**config.mk**
```make
export PLATFORM = sky130hd
export DESIGN_NAME = satatx_scrambler_wide
export DESIGN_NICKNAME = d
export VERILOG_FILES = /design/src/rtl/sata_pkg.sv /design/src/rtl/satatx_skidbuffer.sv /design/src/rtl/satatx_scrambler_wide.sv
export SDC_FILE = /design/constraint.sdc
export NUM_CORES = 1
export LEC_CHECK = 0
export BUFFER_PORTS_ARGS = -buffer_cell sky130_fd_sc_hd__buf_2
export CAP_MARGIN = 0
export CORE_ASPECT_RATIO = 0.75
export CORE_UTILIZATION = 51
export CTS_BUF_LIST = sky130_fd_sc_hd__clkbuf_8
export DETAILED_ROUTE_END_ITERATION = 16
export PLACE_DENSITY_LB_ADDON = 0.25
export SETUP_SLACK_MARGIN = 0.5
export SLEW_MARGIN = 20
export SYNTH_ARGS = -nofsm -noshare
export SYNTH_HDL_FRONTEND = slang
export SYNTH_SLANG_ARGS = --single-unit
export TNS_END_PERCENT = 30
```
**constraint.sdc**
```tcl
create_clock -name S_AXI_ACLK -period 9.3 [get_ports S_AXI_ACLK]
set_input_delay 2.79 -clock S_AXI_ACLK [delete_from_list [all_inputs] [get_ports S_AXI_ACLK]]
set_output_delay 2.79 -clock S_AXI_ACLK [all_outputs]
set_load 0.005 [all_outputs]
```
**src/rtl/sata_pkg.sv**
```systemverilog
// SATA scrambler LFSR constants and step/dword generator functions shared by
// the link-layer transmit path.
package sata_pkg;
    localparam int unsigned FILL_W  = 16;
    localparam int unsigned DWORD_W = 32;

    localparam logic [FILL_W-1:0] SATA_POLYNOMIAL = 16'ha011;
    localparam logic [FILL_W-1:0] SATA_INITIAL    = 16'hffff;

    typedef struct packed {
        logic [FILL_W-1:0] fill;
        logic              bit_out;
    } lfsr_step_t;

    typedef struct packed {
        logic [FILL_W-1:0]  fill;
        logic [DWORD_W-1:0] prn;
    } prn_dword_t;

    // One Galois step: emit the MSB, shift left, fold in the taps if MSB was set.
    function automatic lfsr_step_t lfsr_step(input logic [FILL_W-1:0] fill,
                                             input logic [FILL_W-1:0] poly);
        lfsr_step_t r;
        r.bit_out = fill[FILL_W-1];
        r.fill    = {fill[FILL_W-2:0], 1'b0} ^ (fill[FILL_W-1] ? poly : FILL_W'(0));
        return r;
    endfunction

    // 32 steps; bit k of the PRN dword is the k-th output bit.
    function automatic prn_dword_t lfsr_dword(input logic [FILL_W-1:0] fill,
                                              input logic [FILL_W-1:0] poly);
        prn_dword_t r;
        lfsr_step_t s;
        r.fill = fill;
        r.prn  = '0;
        for (int k = 0; k < DWORD_W; k++) begin
            s        = lfsr_step(r.fill, poly);
            r.prn[k] = s.bit_out;
            r.fill   = s.fill;
        end
        return r;
    endfunction
endpackage

```
**src/rtl/satatx_skidbuffer.sv**
```systemverilog
// One-entry input skid buffer; upstream ready is the registered "buffer empty" flag.
module satatx_skidbuffer #(
    parameter int unsigned W = 8
) (
    input  logic         clk,
    input  logic         reset,
    input  logic         s_valid,
    output logic         s_ready,
    input  logic [W-1:0] s_data,
    output logic         m_valid_c,
    input  logic         m_ready,
    output logic [W-1:0] m_data_c
);
    logic         r_valid;
    logic [W-1:0] r_data;

    // Park the incoming beat only when it arrives while downstream is stalled.
    always_ff @(posedge clk) begin
        if (reset) begin
            r_valid <= 1'b0;
            r_data  <= '0;
        end else begin
            if (s_valid && !r_valid && !m_ready)
                r_valid <= 1'b1;
            else if (m_ready)
                r_valid <= 1'b0;
            if (s_valid && !r_valid)
                r_data <= s_data;
        end
    end

    assign s_ready   = !r_valid;
    assign m_valid_c = s_valid || r_valid;
    assign m_data_c  = r_valid ? r_data : s_data;
endmodule

```
**src/rtl/satatx_scrambler_wide.sv**
```systemverilog
// NW-dword-per-beat SATA transmit scrambler with one output register stage.
// Define SATA_SCRAMBLER_SKID_EN to place a skid buffer on the input.
module satatx_scrambler_wide
    import sata_pkg::*;
#(
    parameter int unsigned       NW           = 1,
    parameter logic [FILL_W-1:0] POLYNOMIAL   = SATA_POLYNOMIAL,
    parameter logic [FILL_W-1:0] INITIAL      = SATA_INITIAL,
    parameter bit                OPT_LOWPOWER = 1'b1
) (
    input  logic                  S_AXI_ACLK,
    input  logic                  S_AXI_ARESET,
    input  logic                  S_AXIS_TVALID,
    output logic                  S_AXIS_TREADY,
    input  logic [DWORD_W*NW-1:0] S_AXIS_TDATA,
    input  logic [NW-1:0]         S_AXIS_TKEEP,
    input  logic                  S_AXIS_TUSER,
    input  logic                  S_AXIS_TLAST,
    output logic                  M_AXIS_TVALID,
    input  logic                  M_AXIS_TREADY,
    output logic [DWORD_W*NW-1:0] M_AXIS_TDATA,
    output logic [NW-1:0]         M_AXIS_TKEEP,
    output logic                  M_AXIS_TUSER,
    output logic                  M_AXIS_TLAST
);
    localparam int unsigned DATA_W = DWORD_W * NW;
    localparam int unsigned BEAT_W = DATA_W + NW + 2;

    logic              core_valid, core_ready, accept;
    logic [DATA_W-1:0] core_data;
    logic [NW-1:0]     core_keep;
    logic              core_user, core_last;
    logic [FILL_W-1:0] fill, fill_next;
    logic [DATA_W-1:0] scr_data;

    assign core_ready = !M_AXIS_TVALID || M_AXIS_TREADY;
    assign accept     = core_valid && core_ready;

`ifdef SATA_SCRAMBLER_SKID_EN
    logic [BEAT_W-1:0] skid_data;

    satatx_skidbuffer #(.W(BEAT_W)) u_skid (
        .clk       (S_AXI_ACLK),
        .reset     (S_AXI_ARESET),
        .s_valid   (S_AXIS_TVALID),
        .s_ready   (S_AXIS_TREADY),
        .s_data    ({S_AXIS_TDATA, S_AXIS_TKEEP, S_AXIS_TUSER, S_AXIS_TLAST}),
        .m_valid_c (core_valid),
        .m_ready   (core_ready),
        .m_data_c  (skid_data)
    );
    assign {core_data, core_keep, core_user, core_last} = skid_data;
`else
    assign core_valid    = S_AXIS_TVALID;
    assign core_data     = S_AXIS_TDATA;
    assign core_keep     = S_AXIS_TKEEP;
    assign core_user     = S_AXIS_TUSER;
    assign core_last     = S_AXIS_TLAST;
    assign S_AXIS_TREADY = core_ready;
`endif

    // Chain NW dword generators so dword j sees the fill after 32*j steps.
    always_comb begin : scramble
        prn_dword_t        d;
        logic [FILL_W-1:0] f;
        d        = '0;
        f        = fill;
        scr_data = '0;
        for (int j = 0; j < NW; j++) begin
            d = lfsr_dword(f, POLYNOMIAL);
            f = d.fill;
            if (core_keep[j])
                scr_data[DWORD_W*j +: DWORD_W] = core_data[DWORD_W*j +: DWORD_W]
                                               ^ (core_user ? DWORD_W'(0) : d.prn);
            else if (!OPT_LOWPOWER)
                scr_data[DWORD_W*j +: DWORD_W] = core_data[DWORD_W*j +: DWORD_W];
        end
        fill_next = f;
    end

    // Output register and LFSR state; TLAST re-seeds even on bypass beats.
    always_ff @(posedge S_AXI_ACLK) begin
        if (S_AXI_ARESET) begin
            fill          <= INITIAL;
            M_AXIS_TVALID <= 1'b0;
            M_AXIS_TDATA  <= '0;
            M_AXIS_TKEEP  <= '0;
            M_AXIS_TUSER  <= 1'b0;
            M_AXIS_TLAST  <= 1'b0;
        end else if (accept) begin
            if (core_last)
                fill <= INITIAL;
            else if (!core_user)
                fill <= fill_next;
            M_AXIS_TVALID <= 1'b1;
            M_AXIS_TDATA  <= scr_data;
            M_AXIS_TKEEP  <= core_keep;
            M_AXIS_TUSER  <= core_user;
            M_AXIS_TLAST  <= core_last;
        end else if (core_ready) begin
            M_AXIS_TVALID <= 1'b0;
            if (OPT_LOWPOWER) begin
                M_AXIS_TDATA <= '0;
                M_AXIS_TKEEP <= '0;
                M_AXIS_TUSER <= 1'b0;
                M_AXIS_TLAST <= 1'b0;
            end
        end
    end
endmodule

```
==> run_results.csv, run 1 <==
group,metric,value,unit
clock_network,clock_latency,310,ps
finish,regArea,1040,µm²
yosys,synth_fp_nets,410,
yosys,synth_top_family_by_area,"XOR/XNOR gates",
yosys,yosysMostFrequentCell,"xnor2_1",
yosys,yosys.area.top_type,"dfxtp_1",
worst_hold_path,worstHoldStart,"M_AXIS_TUSER",
route,vias,2754,
place,post-dp-hpwl,6260,µm
floorplanning,dieArea,7590,µm²
clock_network,cts-root-buf,"clkbuf_8",
floorplanning,io_pins,76,
clock_network,clkTransAtPathRegs,90,ps
finish,multi_input_area,2520,µm²
sta,fin_crit_sh,71.0,%
yosys,ys_ff_latch,52,
clock_network,cts_sinks,52,
yosys,synthArstFlopShare,0,%
clock_network,cts_setup_buffers,0,
yosys,synth-simple-area-share,10.6,%
yosys,yosys-top-cells-area,"dfxtp_1 (28%), xnor2_1 (16%), xor2_1 (12%)",
sta,slew_headroom,35.6,%
sta,rsz0062_at_grt,"false",
floorplanning,core,6900,µm²
clock_network,clockBufferDepth,2,
route,drc,0,
route,drtAntennaViolNets,0,
yosys,syn-cell-area,3690,µm²
setup_path,worstPathArrival,3810,ps
yosys,synth_top_area_share,28.2,%
worst_hold_path,worstHoldPathType,"flip-flop to flip-flop",
yosys,synth_cell_types,34,
finish,nFillCells,629,
yosys,synth_flop_cell,"dfxtp_1",
yosys,synth_fa_ha_area_share,0,%
setup_path,crit_chain,"buf_2 -> nor2b_4 -> inv_1 -> buf_2",
sta,fmax,152,MHz
global_route,antenna_found_initial,0,
global_route,gr-total-overflow,0,
job,max-cap-violations,0,
setup_path,cpPeakStageDelay,510,ps
route,first_pass_iters,4,
yosys,synth_compound_area_share,10.5,%
floorplanning,die_h,75.7,µm
yosys,seq_area_frac_synth,28.2,%
global_route,grt_pass1_vias,2601,
global_route,grt_pass1_wl,12900,µm
outcome,outcome,"complete, no violations",
clock_network,post_cts_resized,0,
sta,setup_viol,0,
place,port_buffers,75,
yosys,yosys.area_share.xor_xnor,46.8,%
yosys,avgSynthCellArea,9.95,µm²
yosys,synth_cells,371,
route,wl_per_cell,16.0,µm
sta,period_minus_slack,6600,ps
finish,diodes,0,
setup_path,crit_start,"M_AXIS_TREADY",
sta,hold_viol,0,
sta,worst_slew_pin_slew,966,ps
place,gp_congestion,0.875,
setup_path,setup.worst_path.end_class,"output pin",
clock_network,cts_buffers,5,
global_route,grt_usage,22.7,%
sta,slew_viol_final,0,
setup_path,critPathRequiredTime,6510,ps
floorplanning,std_cell_rows,26,
route,drt-initial-drc-count,159,
clock_network,ctsHoldBuffers,0,
setup_path,startpoint_type,"input pin",
yosys,netlist_top_cells_count,"xnor2_1 (69), nor2_1 (54), dfxtp_1 (52)",
setup_path,cpMaxStageDelayCell,"nor2b_4",
sta,skew,5.82,ps
clock_network,htreeDepth,2,
route,routed_wl,8380,µm
setup_path,cp_max_fo,29,
yosys,synthMuxAreaShare,0.271,%
clock_network,cts_tree,"yes",
floorplanning,start_util,53.5,%
yosys,synth_edf_count,0,
finish,syn_to_final_growth,12.8,%
finish,fin_nets,465,
sta,setup_tns,0,ps
floorplanning,die_w,100,µm
setup_path,critPathKind,"input pin to output pin",
route,via_per_inst,5.25,
yosys,yosys_warnings,0,
finish,layout-drive-gt1-share,23.0,%
setup_path,r2r_start,"fill[12]",
global_route,grt_max_degree,41,
setup_path,crit_top_cell,"buf_2",
worst paths after layout:
| path | endpoint | slack (ps) | depth (start not counted) |
|---|---|---|---|
| setup / recovery | S_AXIS_TREADY | 2700 | 4 |
| hold / removal | M_AXIS_TUSER | 460 | 2 |
| setup reg to reg | M_AXIS_TDATA[30] | 5680 | 8 |
| hold reg to reg | M_AXIS_TUSER | 460 | 2 |
cell families (layout without fill, tap and decap cells):
family / Yosys count / count (layout)
buffers and inverters: 29 / 85
XOR/XNOR: 150 / 150
AND/OR/NAND/NOR: 87 / 87
flip-flops: 52 / 52
multiplexers: 1 / 1
AO/OA/AOI/OAI: 52 / 52
routing by layer:
layer	up-vias	global-route usage (%)	routed length (µm)
met4	0	5.31	59
met3	5	3.67	423
met5	-	0	0
li1	1333	-	-
met2	71	39.6	3940
met1	1345	30.2	3960
area by class of cell:
type / instances / share of cell area, %
inverter: 2 / 0.180
timing repair buffer: 75 / 9.01
sequential: 52 / 25.0
clock inverter: 2 / 0.270
clock buffer: 6 / 1.98
tap: 98 / 2.94
multi-input combinational: 290 / 60.6
per-stage QoR:
step | instances | instance area [µm²] | hold WS (ps) | utilization, % | setup slack [ps]
floorplan | 371 | 3690 | 448 | - | 3510
global route | 525 | 4160 | 495 | 60.4 | 2570
detailed placement | 517 | 4070 | 451 | 58.9 | 2280
finish | 525 | 4160 | 463 | 60.4 | 2700
CTS | 525 | 4160 | 465 | 60.3 | 2270
global placement | 517 | 4070 | 439 | 58.9 | 2340
sequential cells by signal, indices dropped and copies added, names as in the netlist:
signal         flops
M_AXIS_TDATA      32
fill              16
M_AXIS_TKEEP       1
M_AXIS_TLAST       1
M_AXIS_TUSER       1
M_AXIS_TVALID      1
placed cells by master (no fill, tap or decap), drive strengths merged, types with 2 or more instances in the layout:
cell type / synthesis / layout
nor2b: 2 / 2
nor3: 2 / 2
nand3: 2 / 2
o22a: 8 / 8
nand2: 6 / 6
xnor3: 21 / 21
a22oi: 24 / 24
inv: 2 / 3
and2: 2 / 2
clkbuf: 18 / 6
buf: 9 / 75
xor3: 5 / 5
xor2: 53 / 53
nor2: 55 / 55
nand2b: 13 / 13
a22o: 7 / 7
dfxtp: 52 / 52
o22ai: 6 / 6
a21oi: 6 / 6
xnor2: 71 / 71
or2: 3 / 3
critical path: cells and delay by family:
kind | cells | cell delay (ps)
AND/OR/NAND/NOR | 1 | 510
buffers and inverters | 3 | 500
Power of run 1 is not shown: default switching activity piles up to over one toggle a cycle in this logic, so the estimate is an artifact.
==> run 2, diff against run 1 <==
clock period = 6.29 ns   (was 9.3 ns; I/O delays follow)
==> run 2 against run 1 <==
Against the previous run:
- global-route usage fell by 0.58 points
- first-iteration DRC count fell by 30%
- register-to-register slack got worse by 3100 ps
- worst hold slack got worse by 12 ps
- non-clock buffer count rose by 1
- setup slack got worse by 980 ps
- count of clock-buffer cells in the layout did not move
- cell area barely moved
- routed wire length fell by 1.8%
- via count fell by 0.18%
- highest routed layer unchanged
==> run_results.csv, run 2 (synthesis results as in run 1) <==
group,metric,value,unit
route,vias,2749,
clock_network,cts_tree,"yes",
setup_path,worstPathArrival,2690,ps
floorplanning,die_w,100,µm
place,gp_congestion,0.889,
route,drc,0,
clock_network,cts_setup_buffers,0,
route,wirelength_met1,3890,µm
route,first_pass_iters,4,
sta,worst_slew_pin_slew,928,ps
route,routed_wl,8230,µm
floorplanning,dieArea,7590,µm²
route,drtAntennaViolNets,0,
clock_network,cts-root-buf,"clkbuf_8",
clock_network,htreeDepth,2,
setup_path,crit_top_cell,"buf_2",
place,place_area,4070,µm²
setup_path,startpoint_type,"input pin",
floorplanning,core,6900,µm²
finish,largest_register,"M_AXIS_TDATA",
sta,setup_tns,0,ps
global_route,grt_usage,22.1,%
setup_path,crit_chain,"buf_2 -> nor2b_2 -> buf_4 -> inv_1 -> buf_2",
setup_path,r2r_slack,2610,ps
sta,period_minus_slack,4570,ps
place,port_buffers,75,
global_route,gr-total-overflow,0,
finish,layout_commonest_cell,"buf_2",
route,wl_per_cell,15.7,µm
setup_path,cp_max_fo,29,
sta,slew_headroom,38.1,%
setup_path,critPathKind,"input pin to output pin",
route,drt-initial-drc-count,111,
floorplanning,start_util,53.5,%
floorplanning,die_h,75.7,µm
sta,setup_viol,0,
setup_path,setup.worst_path.end_class,"output pin",
sta,fin_crit_sh,72.7,%
global_route,grt_max_degree,41,
sta,fmax,219,MHz
floorplanning,io_pins,76,
clock_network,post_cts_resized,0,
route,wl_met2,3820,µm
global_route,grt_pass1_wl,12700,µm
clock_network,clkTransAtPathRegs,90,ps
floorplanning,std_cell_rows,26,
finish,final_area,4170,µm²
sta,slew_viol_final,0,
finish,largest_register_ffs,32,
finish,syn_to_final_growth,12.8,%
setup_path,cpMaxStageDelayCell,"buf_4",
finish,layout-drive-gt1-share,23.1,%
clock_network,ctsHoldBuffers,0,
outcome,outcome,"complete, no violations",
finish,diodes,0,
sta,skew,5.23,ps
finish,fin_nets,466,
worst_hold_path,worstHoldPathType,"flip-flop to flip-flop",
global_route,antenna_found_initial,0,
clock_network,cts_sinks,52,
clock_network,clockBufferDepth,2,
job,max-cap-violations,0,
finish,final_cell_mix,"buf_2 (75), xnor2_1 (69), nor2_1 (54), dfxtp_1 (52), xor2_1 (51)",
clock_network,clock_latency,300,ps
route,via_per_inst,5.23,
setup_path,cp_num_buf_inv,4,
global_route,grt_pass1_vias,2500,
route,topRoutingLayerUsed,"met4",
sta,hold_viol,0,
setup_path,critPathRequiredTime,4400,ps
finish,largestRegisters,"M_AXIS_TDATA: 32 flops, fill: 16 flops",
route,dr_wl_met3,454,µm
place,post-dp-hpwl,6190,µm
setup_path,cpPeakStageDelay,290,ps
clock_network,cts_buffers,5,
setup_path,critPathTopFamily,"buffers and inverters",
sta,rsz0062_at_grt,"false",
==> run 2: metal layers <==
| layer | track usage, % | vias up |
|---|---|---|
| li1 | - | 1339 |
| met1 | 31.2 | 1318 |
| met2 | 36.8 | 85 |
| met3 | 3.12 | 7 |
| met4 | 4.83 | 0 |
| met5 | 0 | - |
==> run 2: layout make-up <==
type,instances,area (µm²)
Timing Repair Buffer,76,383
Clock buffer,6,82.6
Multi-Input combinational cell,290,2520
Sequential cell,52,1040
Clock inverter,2,11.3
Tap cell,98,123
Fill cell,628,2730
Inverter,2,7.51
==> run 2: per-stage QoR <==
| step | setup WS, ps | hold WS (ps) | utilization [%] | instances |
|---|---|---|---|---|
| 6_report | 1720 | 451 | 60.4 | 526 |
| 5_1_grt | 1630 | 478 | 60.4 | 526 |
| 4_1_cts | 1720 | 455 | 60.4 | 526 |
| 3_5_place_dp | 1720 | 442 | 59.1 | 518 |
| 3_3_place_gp | 1740 | 439 | 59.1 | 518 |
| 2_1_floorplan | 2300 | 448 | - | 371 |
==> run 2: worst paths after layout <==
path | start | cells past startpoint | end
max | M_AXIS_TREADY | 5 | S_AXIS_TREADY
min | M_AXIS_TUSER | 2 | M_AXIS_TUSER
max reg2reg | fill[15] | 8 | M_AXIS_TDATA[19]
min reg2reg | M_AXIS_TUSER | 2 | M_AXIS_TUSER
==> run 2: worst reg2reg max path, stage by stage, from the launching register on <==
cell	delay, ps
dfxtp_1	710
xnor3_1	650
xor2_4	390
xor3_2	630
xor2_1	290
xor2_1	460
nand2b_1	130
xnor2_1	150
a22o_1	190
Power of run 2 is left out for the same reason.
==> run 3, diff against run 2 <==
clock period = 4.3 ns   (was 6.29 ns; I/O delays follow)
==> run 3 against run 2 <==
Against the previous run:
- flip-flop and latch count unchanged
- utilization increased by 0.47 points
- routed wire length increased by 7.4%
- register-to-register slack got worse by 1800 ps
- clock skew increased by 2.6 ps
- cell area increased by 0.78%
- setup slack got worse by 930 ps
- global-route usage increased by 1.6 points
- critical endpoint is now M_AXIS_TDATA[30]
==> run_results.csv, run 3 (synthesis results as in run 1) <==
group,metric,value,unit
floorplanning,die_w,100,µm
setup_path,crit_end,"M_AXIS_TDATA[30]",
finish,layout-drive-gt1-share,23.5,%
finish,fin_nets,468,
sta,rsz0062_at_grt,"false",
sta,hold_viol,0,
sta,slew_viol_final,0,
sta,worst_slew_pin_slew,784,ps
floorplanning,std_cell_rows,26,
route,routed_wl,8840,µm
sta,fin_crit_sh,81.6,%
global_route,grt_pass1_vias,2469,
floorplanning,start_util,53.5,%
route,via_per_inst,5.25,
finish,final_cell_mix,"buf_2 (75), xnor2_1 (69), nor2_1 (54), dfxtp_1 (52), xor2_1 (51)",
finish,final_util,60.9,%
global_route,grt_usage,23.7,%
place,gp_congestion,0.962,
setup_path,worstPathArrival,3720,ps
global_route,antenna_found_initial,0,
sta,fmax,285,MHz
worst_hold_path,min_delay_path_depth,2,
setup_path,r2r-end,"M_AXIS_TDATA[30]",
worst_hold_path,worstHoldPathType,"flip-flop to flip-flop",
clock_network,cts_buffers,5,
clock_network,clkTransAtPathRegs,100,ps
outcome,outcome,"complete, no violations",
setup_path,cp_max_fo,11,
setup_path,setup.worst_path.end_class,"flip-flop",
floorplanning,core,6900,µm²
setup_path,crit_start,"fill[12]",
setup_path,critPathRequiredTime,4510,ps
sta,slew_headroom,47.7,%
finish,largestRegisters,"M_AXIS_TDATA: 32 flops, fill: 16 flops",
global_route,grt_pass1_wl,13400,µm
clock_network,cts_sinks,52,
place,post-dp-hpwl,6790,µm
sta,skew,7.80,ps
clock_network,cts_setup_buffers,0,
clock_network,clockBufferDepth,2,
sta,setup_viol,0,
finish,layout_commonest_cell,"buf_2",
finish,largest_register,"M_AXIS_TDATA",
route,vias,2773,
clock_network,cts-root-buf,"clkbuf_8",
clock_network,htreeDepth,2,
global_route,gr-total-overflow,0,
sta,setup_tns,0,ps
sta,period_minus_slack,3510,ps
finish,diodes,0,
setup_path,startpoint_type,"flip-flop",
route,first_pass_iters,4,
route,wl_per_cell,16.7,µm
floorplanning,dieArea,7590,µm²
route,drc,0,
job,max-cap-violations,0,
floorplanning,die_h,75.7,µm
clock_network,clock_latency,310,ps
setup_path,r2r_start,"fill[12]",
setup_path,r2r_slack,790,ps
setup_path,reg2reg_depth,8,
route,drtAntennaViolNets,0,
route,drt-initial-drc-count,146,
global_route,grt_max_degree,41,
place,port_buffers,75,
clock_network,ctsHoldBuffers,0,
clock_network,post_cts_resized,0,
finish,largest_register_ffs,32,
floorplanning,io_pins,76,
finish,syn_to_final_growth,13.7,%
setup_path,critPathKind,"flip-flop to flip-flop",
clock_network,cts_tree,"yes",
run 3: cell count changes in the layout (fill, tap and decap cells not counted):
cell | before | now
buf_4 | 1 | 3
clkbuf_8 | 6 | 5
inv_6 | 0 | 1
bufinv_16 | 0 | 1
clkinvlp_4 | 1 | 0
run 3: cell type report:
class	count	area, µm²
flip-flops and latches	52	1040
well taps	98	123
fillers	612	2700
multi-input cells	290	2520
inverters	2	7.51
clock inverters	3	42.5
clock buffers	5	68.8
repair buffers	78	398
run 3: worst min path at each step:
stage                               to    startpoint
final                     M_AXIS_TLAST  M_AXIS_TLAST
after global routing      M_AXIS_TLAST  M_AXIS_TLAST
after CTS                 M_AXIS_TUSER  M_AXIS_TUSER
after detailed placement  M_AXIS_TUSER  M_AXIS_TUSER
after global placement    M_AXIS_TUSER  M_AXIS_TUSER
after floorplan           M_AXIS_TLAST  M_AXIS_TLAST
run 3: worst max-delay path: stages, from the launching register on:
cell      delay [ps]
dfxtp_1          720
xor3_2           390
xnor3_2          510
xnor3_2          490
xor2_1           500
xnor2_1          340
nand2b_1         140
xnor2_1          140
a22o_1           180
run 3: metal layers:
layer	wire, µm	vias up	track usage (%)	part of all wire (%)
met4	44	0	3.38	0.50
met3	715	4	6.70	8.1
met5	0	-	0	0
met1	4210	1322	33.8	48
li1	-	1343	-	-
met2	3870	104	36.8	44
run 3: per-stage QoR:
stage	std cells	worst slack (ps)	hold WS [ps]	cell area [µm²]
2_1_floorplan	371	1220	448	3690
3_3_place_gp	520	860	438	4090
3_5_place_dp	520	808	451	4090
4_1_cts	528	790	465	4200
5_1_grt	528	655	486	4200
6_report	528	791	457	4200
Power of run 3 is left out for the same reason.
